## src/rtl/mul_acc_stage.sv

```systemverilog
// Dot-product accumulation stage after the 32x32 tree multiplier: sums product beats
// until in_last, then holds the result behind a valid/ready handshake.
// Optional macro MUL_ACC_SATURATE_EN: clamp the accumulator on overflow instead of wrapping.
module mul_acc_stage #(
  parameter int ACC_W = 64,
  parameter int CNT_W = 8
) (
  input  logic             clk,
  input  logic             rst,
  input  logic             in_valid,
  output logic             in_ready,
  input  logic [ACC_W-1:0] in_prod,
  input  logic             in_sign,
  input  logic             in_last,
  output logic             out_valid,
  input  logic             out_ready,
  output logic [ACC_W-1:0] out_acc,
  output logic [CNT_W-1:0] out_count,
  output logic             out_ovf,
  output logic             busy
);

  typedef enum logic {
    ST_ACCUM = 1'b0,
    ST_FLUSH = 1'b1
  } state_t;

  state_t            r_state;
  state_t            w_state_nxt;
  logic [ACC_W-1:0]  r_acc;
  logic [CNT_W-1:0]  r_count;
  logic              r_ovf;
  logic              r_first;
  logic              r_grp_sign;

  logic              w_accept;
  logic              w_consume;
  logic [ACC_W:0]    w_sum;
  logic              w_ovf_signed;
  logic              w_ovf_unsigned;
  logic              w_ovf;
  logic [ACC_W-1:0]  w_acc_add;

  // NOTE: sequential state uses non-blocking assignments so every flop samples pre-edge values.
  always_ff @(posedge clk) begin
    if (rst) r_state <= ST_ACCUM;
    else     r_state <= w_state_nxt;
  end

  // NOTE: every output of this block gets a default first, so no path can infer a latch.
  always_comb begin
    w_state_nxt = r_state;
    in_ready    = 1'b0;
    out_valid   = 1'b0;
    case (r_state)
      ST_ACCUM: begin
        in_ready = 1'b1;
        if (in_valid && in_last) w_state_nxt = ST_FLUSH;
      end
      ST_FLUSH: begin
        out_valid = 1'b1;
        if (out_ready) w_state_nxt = ST_ACCUM;
      end
      default: w_state_nxt = ST_ACCUM;
    endcase
  end

  assign w_accept  = in_valid && in_ready;
  assign w_consume = out_valid && out_ready;

  // One extra bit captures the unsigned carry; the signed rule looks only at the MSBs.
  assign w_sum          = {1'b0, r_acc} + {1'b0, in_prod};
  assign w_ovf_signed   = (r_acc[ACC_W-1] == in_prod[ACC_W-1]) &&
                          (w_sum[ACC_W-1] != r_acc[ACC_W-1]);
  assign w_ovf_unsigned = w_sum[ACC_W];
  assign w_ovf          = r_grp_sign ? w_ovf_signed : w_ovf_unsigned;

  always_comb begin
    w_acc_add = w_sum[ACC_W-1:0];
`ifdef MUL_ACC_SATURATE_EN
    // Signed overflow direction follows the shared operand sign.
    if (w_ovf) begin
      if (!r_grp_sign)          w_acc_add = '1;
      else if (r_acc[ACC_W-1])  w_acc_add = {1'b1, {(ACC_W-1){1'b0}}};
      else                      w_acc_add = {1'b0, {(ACC_W-1){1'b1}}};
    end
`endif
  end

  always_ff @(posedge clk) begin
    if (rst || w_consume) begin
      r_acc      <= '0;
      r_count    <= '0;
      r_ovf      <= 1'b0;
      r_first    <= 1'b1;
      if (rst) r_grp_sign <= 1'b0;
    end else if (w_accept) begin
      if (r_first) begin
        r_acc      <= in_prod;
        r_grp_sign <= in_sign;
        r_ovf      <= 1'b0;
        r_first    <= 1'b0;
      end else begin
        r_acc <= w_acc_add;
        if (w_ovf) r_ovf <= 1'b1;
      end
      if (r_count != '1) r_count <= r_count + CNT_W'(1);
    end
  end

  assign out_acc   = r_acc;
  assign out_count = r_count;
  assign out_ovf   = r_ovf;
  assign busy      = (r_state == ST_FLUSH) || !r_first;

endmodule

```

## config.mk

```make
export PLATFORM = sky130hd
export DESIGN_NAME = mul_acc_stage
export DESIGN_NICKNAME = d
export VERILOG_FILES = /design/src/rtl/mul_acc_stage.sv
export SDC_FILE = /design/constraint.sdc
export NUM_CORES = 1
export LEC_CHECK = 0
export BUFFER_PORTS_ARGS = -buffer_cell sky130_fd_sc_hd__buf_2
export CAP_MARGIN = 30
export CORE_MARGIN = 10
export CORE_UTILIZATION = 35
export DETAILED_ROUTE_END_ITERATION = 16
export GPL_ROUTABILITY_DRIVEN = 0
export MAX_ROUTING_LAYER = met4
export SYNTH_ARGS = -nofsm -noshare
export SYNTH_HDL_FRONTEND = slang
export SYNTH_SLANG_ARGS = --single-unit
```

## constraint.sdc

```tcl
create_clock -name clk -period 3.8 [get_ports clk]
set_input_delay 0.76 -clock clk [delete_from_list [all_inputs] [get_ports clk]]
set_output_delay 0.76 -clock clk [all_outputs]
set_load 0.01 [all_outputs]
```

==> flow_summary.ini, run 1 <==
[setup_path]
critPathKind = input port to register
crit_path_end_kind = register
reg2reg_slack_ns = 0.36
path_max_fanout = 3
crit_path_frequent_cell = nor3b_1
cpMaxStageDelayCell = a2111oi_2
path_buf_inv = 2
crit_path_cell_trace = buf_2 -> ha_1 -> inv_1 -> fa_1 -> nand2b_1 -> a21oi_1 -> o211ai_1 -> a31o_2 -> a2111oi_4 -> o21ai_0 -> a2111oi_2 -> nor4_1 -> nor3b_1 -> nor3b_1
start_kind = input port
crit_family = compound AO/OA/AOI/OAI gates
worst_path_largest_cell_delay_ns = 0.47
cp.required_ns = 4.07
arrival_ns = 3.84

[clock_tree]
cts.sinks = 76
clockRootBuffer = clkbuf_16
postCtsSetupRepairBufs = 0
post_cts_resized = 0
cts.reportedPaths.clkPinSlew_ns = 0.07
h-tree-depth = 3
cts_tree = done
cts_hold_buf = 0
numCtsBuffers = 9
clock_latency_ns = 0.35
cts.path.max_buffers = 2

[die]
rows = 52
num_io_pins = 146
initial_core_util_pct = 35.6
die-area_um2 = 26700
die_w_um = 164
core_region_area_um2 = 20200
die-height_um = 164

[sta]
finalCriticalPeriod_ns = 3.57
finalClockSkew_ns = 0.0114
timing.fmax_mhz = 280
setup_tns_ns = 0
slew_headroom_pct = 44.6
worstMarginPinSlew_ns = 0.830
setup_violations = 0
rsz0062_at_grt = false
hold_viol = 0
slew_violations = 0
finalCritPeriodShare_pct = 93.9
holdWs_ns = 0.472

[synthesis]
synth.distinct_cells = 65
synth-seq-cells = 76
syn_nets = 1121
synth-edff-count = 1
async_flop_share_pct = 0
synth_warnings = 0
ys.flop_type = dfxtp_1
ys_top_cells_by_area = dfxtp_1 (21%), ha_1 (11%), a21oi_1 (7.6%)
ys_seq_area_share_pct = 21.2
synth_area_per_cell_um2 = 7.32
syn_area_um2 = 7210
yosysTopAreaCell = dfxtp_1
synth_top_cell_area_share_pct = 20.8
synth_cells = 985

[layout]
layout.nets = 1245
n_fill_cell = 2154
layout_commonest_cell = buf_2
final_cell_mix = buf_2 (145), a21oi_1 (109), nand2_1 (104)
drive_gt1_share_pct = 18.7
syn2layout_area_growth_pct = 18.4

[drt]
ant_nets = 0
via_count = 7690
wirelength_mm = 23.9
vias_per_cell = 5.55
drtIter0Drc = 571
drt_pass1_iterations = 5
drcViolationCount = 0
wl_per_cell_um = 17.2

[grt]
grtUsageMet3_pct = 3.73
grt_antenna_before_repair = 3
grt_pass1_wl_mm = 38.6
track_usage_pct = 18.0
grt_max_degree = 80
grtUsageMet1_pct = 24.4
grt_pass1_vias = 7298
grt_overflow = 0
use_met2_pct = 26.8
busiest_layer = met2

[placed_design]
dp.final_hpwl_mm = 18.5
portBuffers = 145

[hold_path]
holdCritPathClass = register to register

[run]
max-cap-violations = 0

[pwr]
leakage_nw = 4.00
power_density_nw_per_um2 = 356
vdd_ir_drop_max_v = 0.000175

[run_status]
outcome = finished, final reports clean
layout make-up:
cell class / count / area, µm² / area share (%)
repair buffers: 173 / 948 / 11.1
clock buffers: 13 / 250 / 2.93
inverters: 18 / 67.6 / 0.791
diodes: 3 / 7.51 / 0.0879
flip-flops and latches: 76 / 1540 / 18.0
well taps: 270 / 338 / 3.96
clock inverters: 2 / 12.5 / 0.147
multi-input cells: 831 / 5380 / 63.0
flip-flops by register name (all words and copies together), names as in the netlist:
register	count
out_acc	64
out_count	8
out_ovf	1
r_first	1
r_grp_sign	1
r_state	1
report_power, final:
part / switching [mW] / total, mW / leakage (nW) / internal, mW
clock network: 0.359 / 0.816 / 0.126 / 0.457
registers: 0.0682 / 0.939 / 0.629 / 0.871
logic: 0.760 / 1.28 / 3.24 / 0.520
worst paths after layout:
kind / depth (start not counted) / end / startpoint
setup / recovery: 14 / out_ovf / in_prod[0]
hold / removal: 2 / out_acc[20] / out_acc[20]
setup reg to reg: 13 / out_ovf / out_acc[0]
hold reg to reg: 2 / out_acc[20] / out_acc[20]
layer usage:
| metal | vias to the layer above | share of wire (%) |
|---|---|---|
| met3 | 16 | 5.9 |
| met1 | 3587 | 49 |
| met4 | 0 | 1.0 |
| met2 | 201 | 44 |
| li1 | 3886 | - |
| met5 | - | 0 |
synth_stat cells, types with 12 or more instances:
| cell | count |
|---|---|
| a31oi_1 | 20 |
| a21oi_1 | 110 |
| nor3_1 | 17 |
| nand4_1 | 15 |
| clkbuf_1 | 48 |
| ha_1 | 65 |
| a21o_1 | 43 |
| xnor2_1 | 24 |
| o21bai_1 | 12 |
| nor2_1 | 91 |
| xor2_1 | 34 |
| nand2_1 | 104 |
| o21ai_0 | 87 |
| dfxtp_1 | 75 |
| nand3_1 | 31 |
| o211ai_1 | 38 |
| inv_1 | 18 |
tightest hold or removal path: stages, from the launching register on:
cell     delay (ns)
dfxtp_1        0.32
nand2_1        0.06
a21oi_1        0.05
cells by family after synthesis:
| family | synth area share (%) |
|---|---|
| AO/OA/AOI/OAI | 33.7 |
| AND/OR/NAND/NOR | 20.5 |
| buffers and inverters | 4.49 |
| flip-flops | 21.2 |
| adder cells (fa/ha/maj) | 11.6 |
| XOR/XNOR | 7.04 |
| multiplexers | 1.53 |
stage by stage:
stage | cells | utilization [%] | power [mW] | worst slack, ns | instance area, µm²
floorplan | 985 | - | 1.85 | 0.332 | 7210
global placement | 1368 | 40.8 | 2.22 | -0.106 | 8260
detailed placement | 1368 | 40.8 | 2.22 | -0.249 | 8260
CTS | 1383 | 42.1 | 3.05 | 0.0922 | 8520
global route | 1386 | 42.2 | 3.25 | 0.0287 | 8540
finish | 1386 | 42.2 | 3.04 | 0.233 | 8540
No activity file was read; power rests on OpenSTA's default activity.
==> run 2: changes to the inputs <==
--- a/config.mk
+++ b/config.mk
@@ -5,6 +5,7 @@
 export SDC_FILE = /design/constraint.sdc
 export NUM_CORES = 1
 export LEC_CHECK = 0
+export ABC_AREA = 1
 export BUFFER_PORTS_ARGS = -buffer_cell sky130_fd_sc_hd__buf_2
 export CAP_MARGIN = 30
 export CORE_MARGIN = 10
==> flow_summary.ini, run 2 <==
[drt]
wl_per_cell_um = 16.2
drcViolationCount = 0
ant_nets = 0
wirelength_mm = 32.9
vias_per_cell = 5.07
drt_pass1_iterations = 8
drtIter0Drc = 888
via_count = 10300

[pwr]
power_density_nw_per_um2 = 320
p_int_mw = 1.78
switching_share_pct = 44.1
switching_power_mw = 1.41
vdd_ir_drop_max_v = 0.000163
combPwrFrac_pct = 42.3
seq_power_share_pct = 29.1
fin_total_pwr_mw = 3.19
clkPwrFrac_pct = 28.6
leakage_nw = 5.45

[grt]
grt_max_degree = 68
grt_pass1_vias = 9912
grt_antenna_before_repair = 0
grt_overflow = 0
grt_pass1_wl_mm = 52.2
track_usage_pct = 21.4

[setup_path]
path_max_fanout = 4
arrival_ns = 3.10
crit_path_end_kind = register
cp.required_ns = 4.03
critPathKind = input port to register
start_kind = input port

[clock_tree]
clockRootBuffer = clkbuf_16
postCtsSetupRepairBufs = 0
cts.reportedPaths.clkPinSlew_ns = 0.07
h-tree-depth = 3
cts_hold_buf = 0
cts_tree = done
cts.path.max_buffers = 2
numCtsBuffers = 9
clock_latency_ns = 0.37
cts.sinks = 76
post_cts_resized = 0

[sta]
setup_tns_ns = 0
finalCritPeriodShare_pct = 75.5
worstMarginPinSlew_ns = 0.836
slew_violations = 0
setup_violations = 0
hold_viol = 0
setup_ws_ns = 0.930
rsz0062_at_grt = false
finalClockSkew_ns = 0.0129
slew_headroom_pct = 44.2
finalCriticalPeriod_ns = 2.87
timing.fmax_mhz = 348

[synthesis]
yosysMostFrequentCell = nand2_1
syn_area_um2 = 8620
synth-seq-cells = 76
synth_area_per_cell_um2 = 5.48
ys.flop_type = dfxtp_1
ys_top_cells_by_area = nand2_1 (25%), dfxtp_1 (17%), inv_1 (10%)
synth_common_cells = nand2_1 (584), inv_1 (239), a21oi_1 (159)
async_flop_share_pct = 0
synth_warnings = 0
yosysTopAreaCell = nand2_1
synth.distinct_cells = 35
synth-edff-count = 1
ys_seq_area_share_pct = 17.8
synth_cells = 1574
syn_nets = 1710
synth_top_cell_area_share_pct = 25.4

[hold_path]
holdCritPathClass = register to register

[layout]
drive_gt1_share_pct = 13.0
layout.nets = 1841
largest_reg_flops = 64
antenna_cells = 0
syn2layout_area_growth_pct = 15.7
finalNonFillerCells = 2034
layout_commonest_cell = nand2_1
final_cell_mix = nand2_1 (583), inv_1 (239), a21oi_1 (159)

[run]
max-cap-violations = 0

[die]
initial_core_util_pct = 35.6
num_io_pins = 146
die-height_um = 177
core_region_area_um2 = 24200
die-area_um2 = 31300
rows = 57
die_w_um = 177

[placed_design]
dp_cells = 2018
dpl_worst_slack_ns = 0.594
portBuffers = 145
dp.final_hpwl_mm = 26.7

[run_status]
outcome = finished, final reports clean
[run 2: critical path, cell delays in order]
cell	delay, ns
buf_2	0.10
ha_1	0.20
inv_1	0.07
fa_1	0.40
nand3b_1	0.19
nand2_2	0.13
nand2_1	0.06
nand2_1	0.13
nand2_1	0.07
nand2_1	0.17
nand2_1	0.10
nand2_1	0.12
nand2_1	0.16
nand3_1	0.10
nand3_1	0.08
nand2_1	0.18
a21oi_1	0.09
[run 2: cell families (layout without fill, tap and decap cells)]
logic type	count (synthesis)	in the layout	synth area share (%)
XOR/XNOR	24	24	2.44
adder cells (fa/ha/maj)	66	66	9.66
buffers and inverters	281	417	12.3
flip-flops	76	76	17.8
AND/OR/NAND/NOR	873	873	41.8
AO/OA/AOI/OAI	254	254	16.1
[run 2: final cells by class]
type	count	area [µm²]
well taps	324	405
clock buffers	9	225
repair buffers	152	778
fillers	2754	14300
flip-flops and latches	76	1530
inverters	249	935
multi-input cells	1217	6030
clock inverters	7	63.8
[run 2: power by group through the flow]
| stage | clock, mW | combinational, mW | sequential (mW) |
|---|---|---|---|
| after floorplan | 0 | 0.894 | 0.961 |
| after CTS | 0.917 | 1.34 | 0.929 |
| after detailed placement | 0 | 1.33 | 0.948 |
| final | 0.912 | 1.35 | 0.929 |
| after global placement | 0 | 1.33 | 0.946 |
| after global routing | 0.958 | 1.52 | 0.939 |
[run 2: routing by layer]
layer / share of wire, % / track usage (%) / vias to the layer above / routed length, µm
li1: - / - / 5248 / -
met1: 46 / 28.0 / 4658 / 15200
met2: 45 / 33.3 / 355 / 14700
met3: 6.2 / 2.52 / 49 / 2050
met4: 2.8 / 7.36 / 0 / 908
met5: 0 / - / - / 0
[run 2: through the flow]
| step | hold WS, ns | utilization [%] | cell area (µm²) |
|---|---|---|---|
| after global routing | 0.505 | 41.1 | 9970 |
| after floorplan | 0.470 | - | 8620 |
| after CTS | 0.472 | 41.1 | 9970 |
| after global placement | 0.432 | 39.9 | 9680 |
| final | 0.469 | 41.1 | 9970 |
| after detailed placement | 0.449 | 39.9 | 9680 |
[run 2: path summary, 6_finish.rpt]
| kind | start | end | slack [ns] | depth (start not counted) |
|---|---|---|---|---|
| max reg2reg | out_acc[0] | out_acc[48] | 1.03 | 16 |
| min | out_ovf | out_ovf | 0.47 | 2 |
| max | in_prod[0] | out_acc[48] | 0.93 | 17 |
| min reg2reg | out_ovf | out_ovf | 0.47 | 2 |
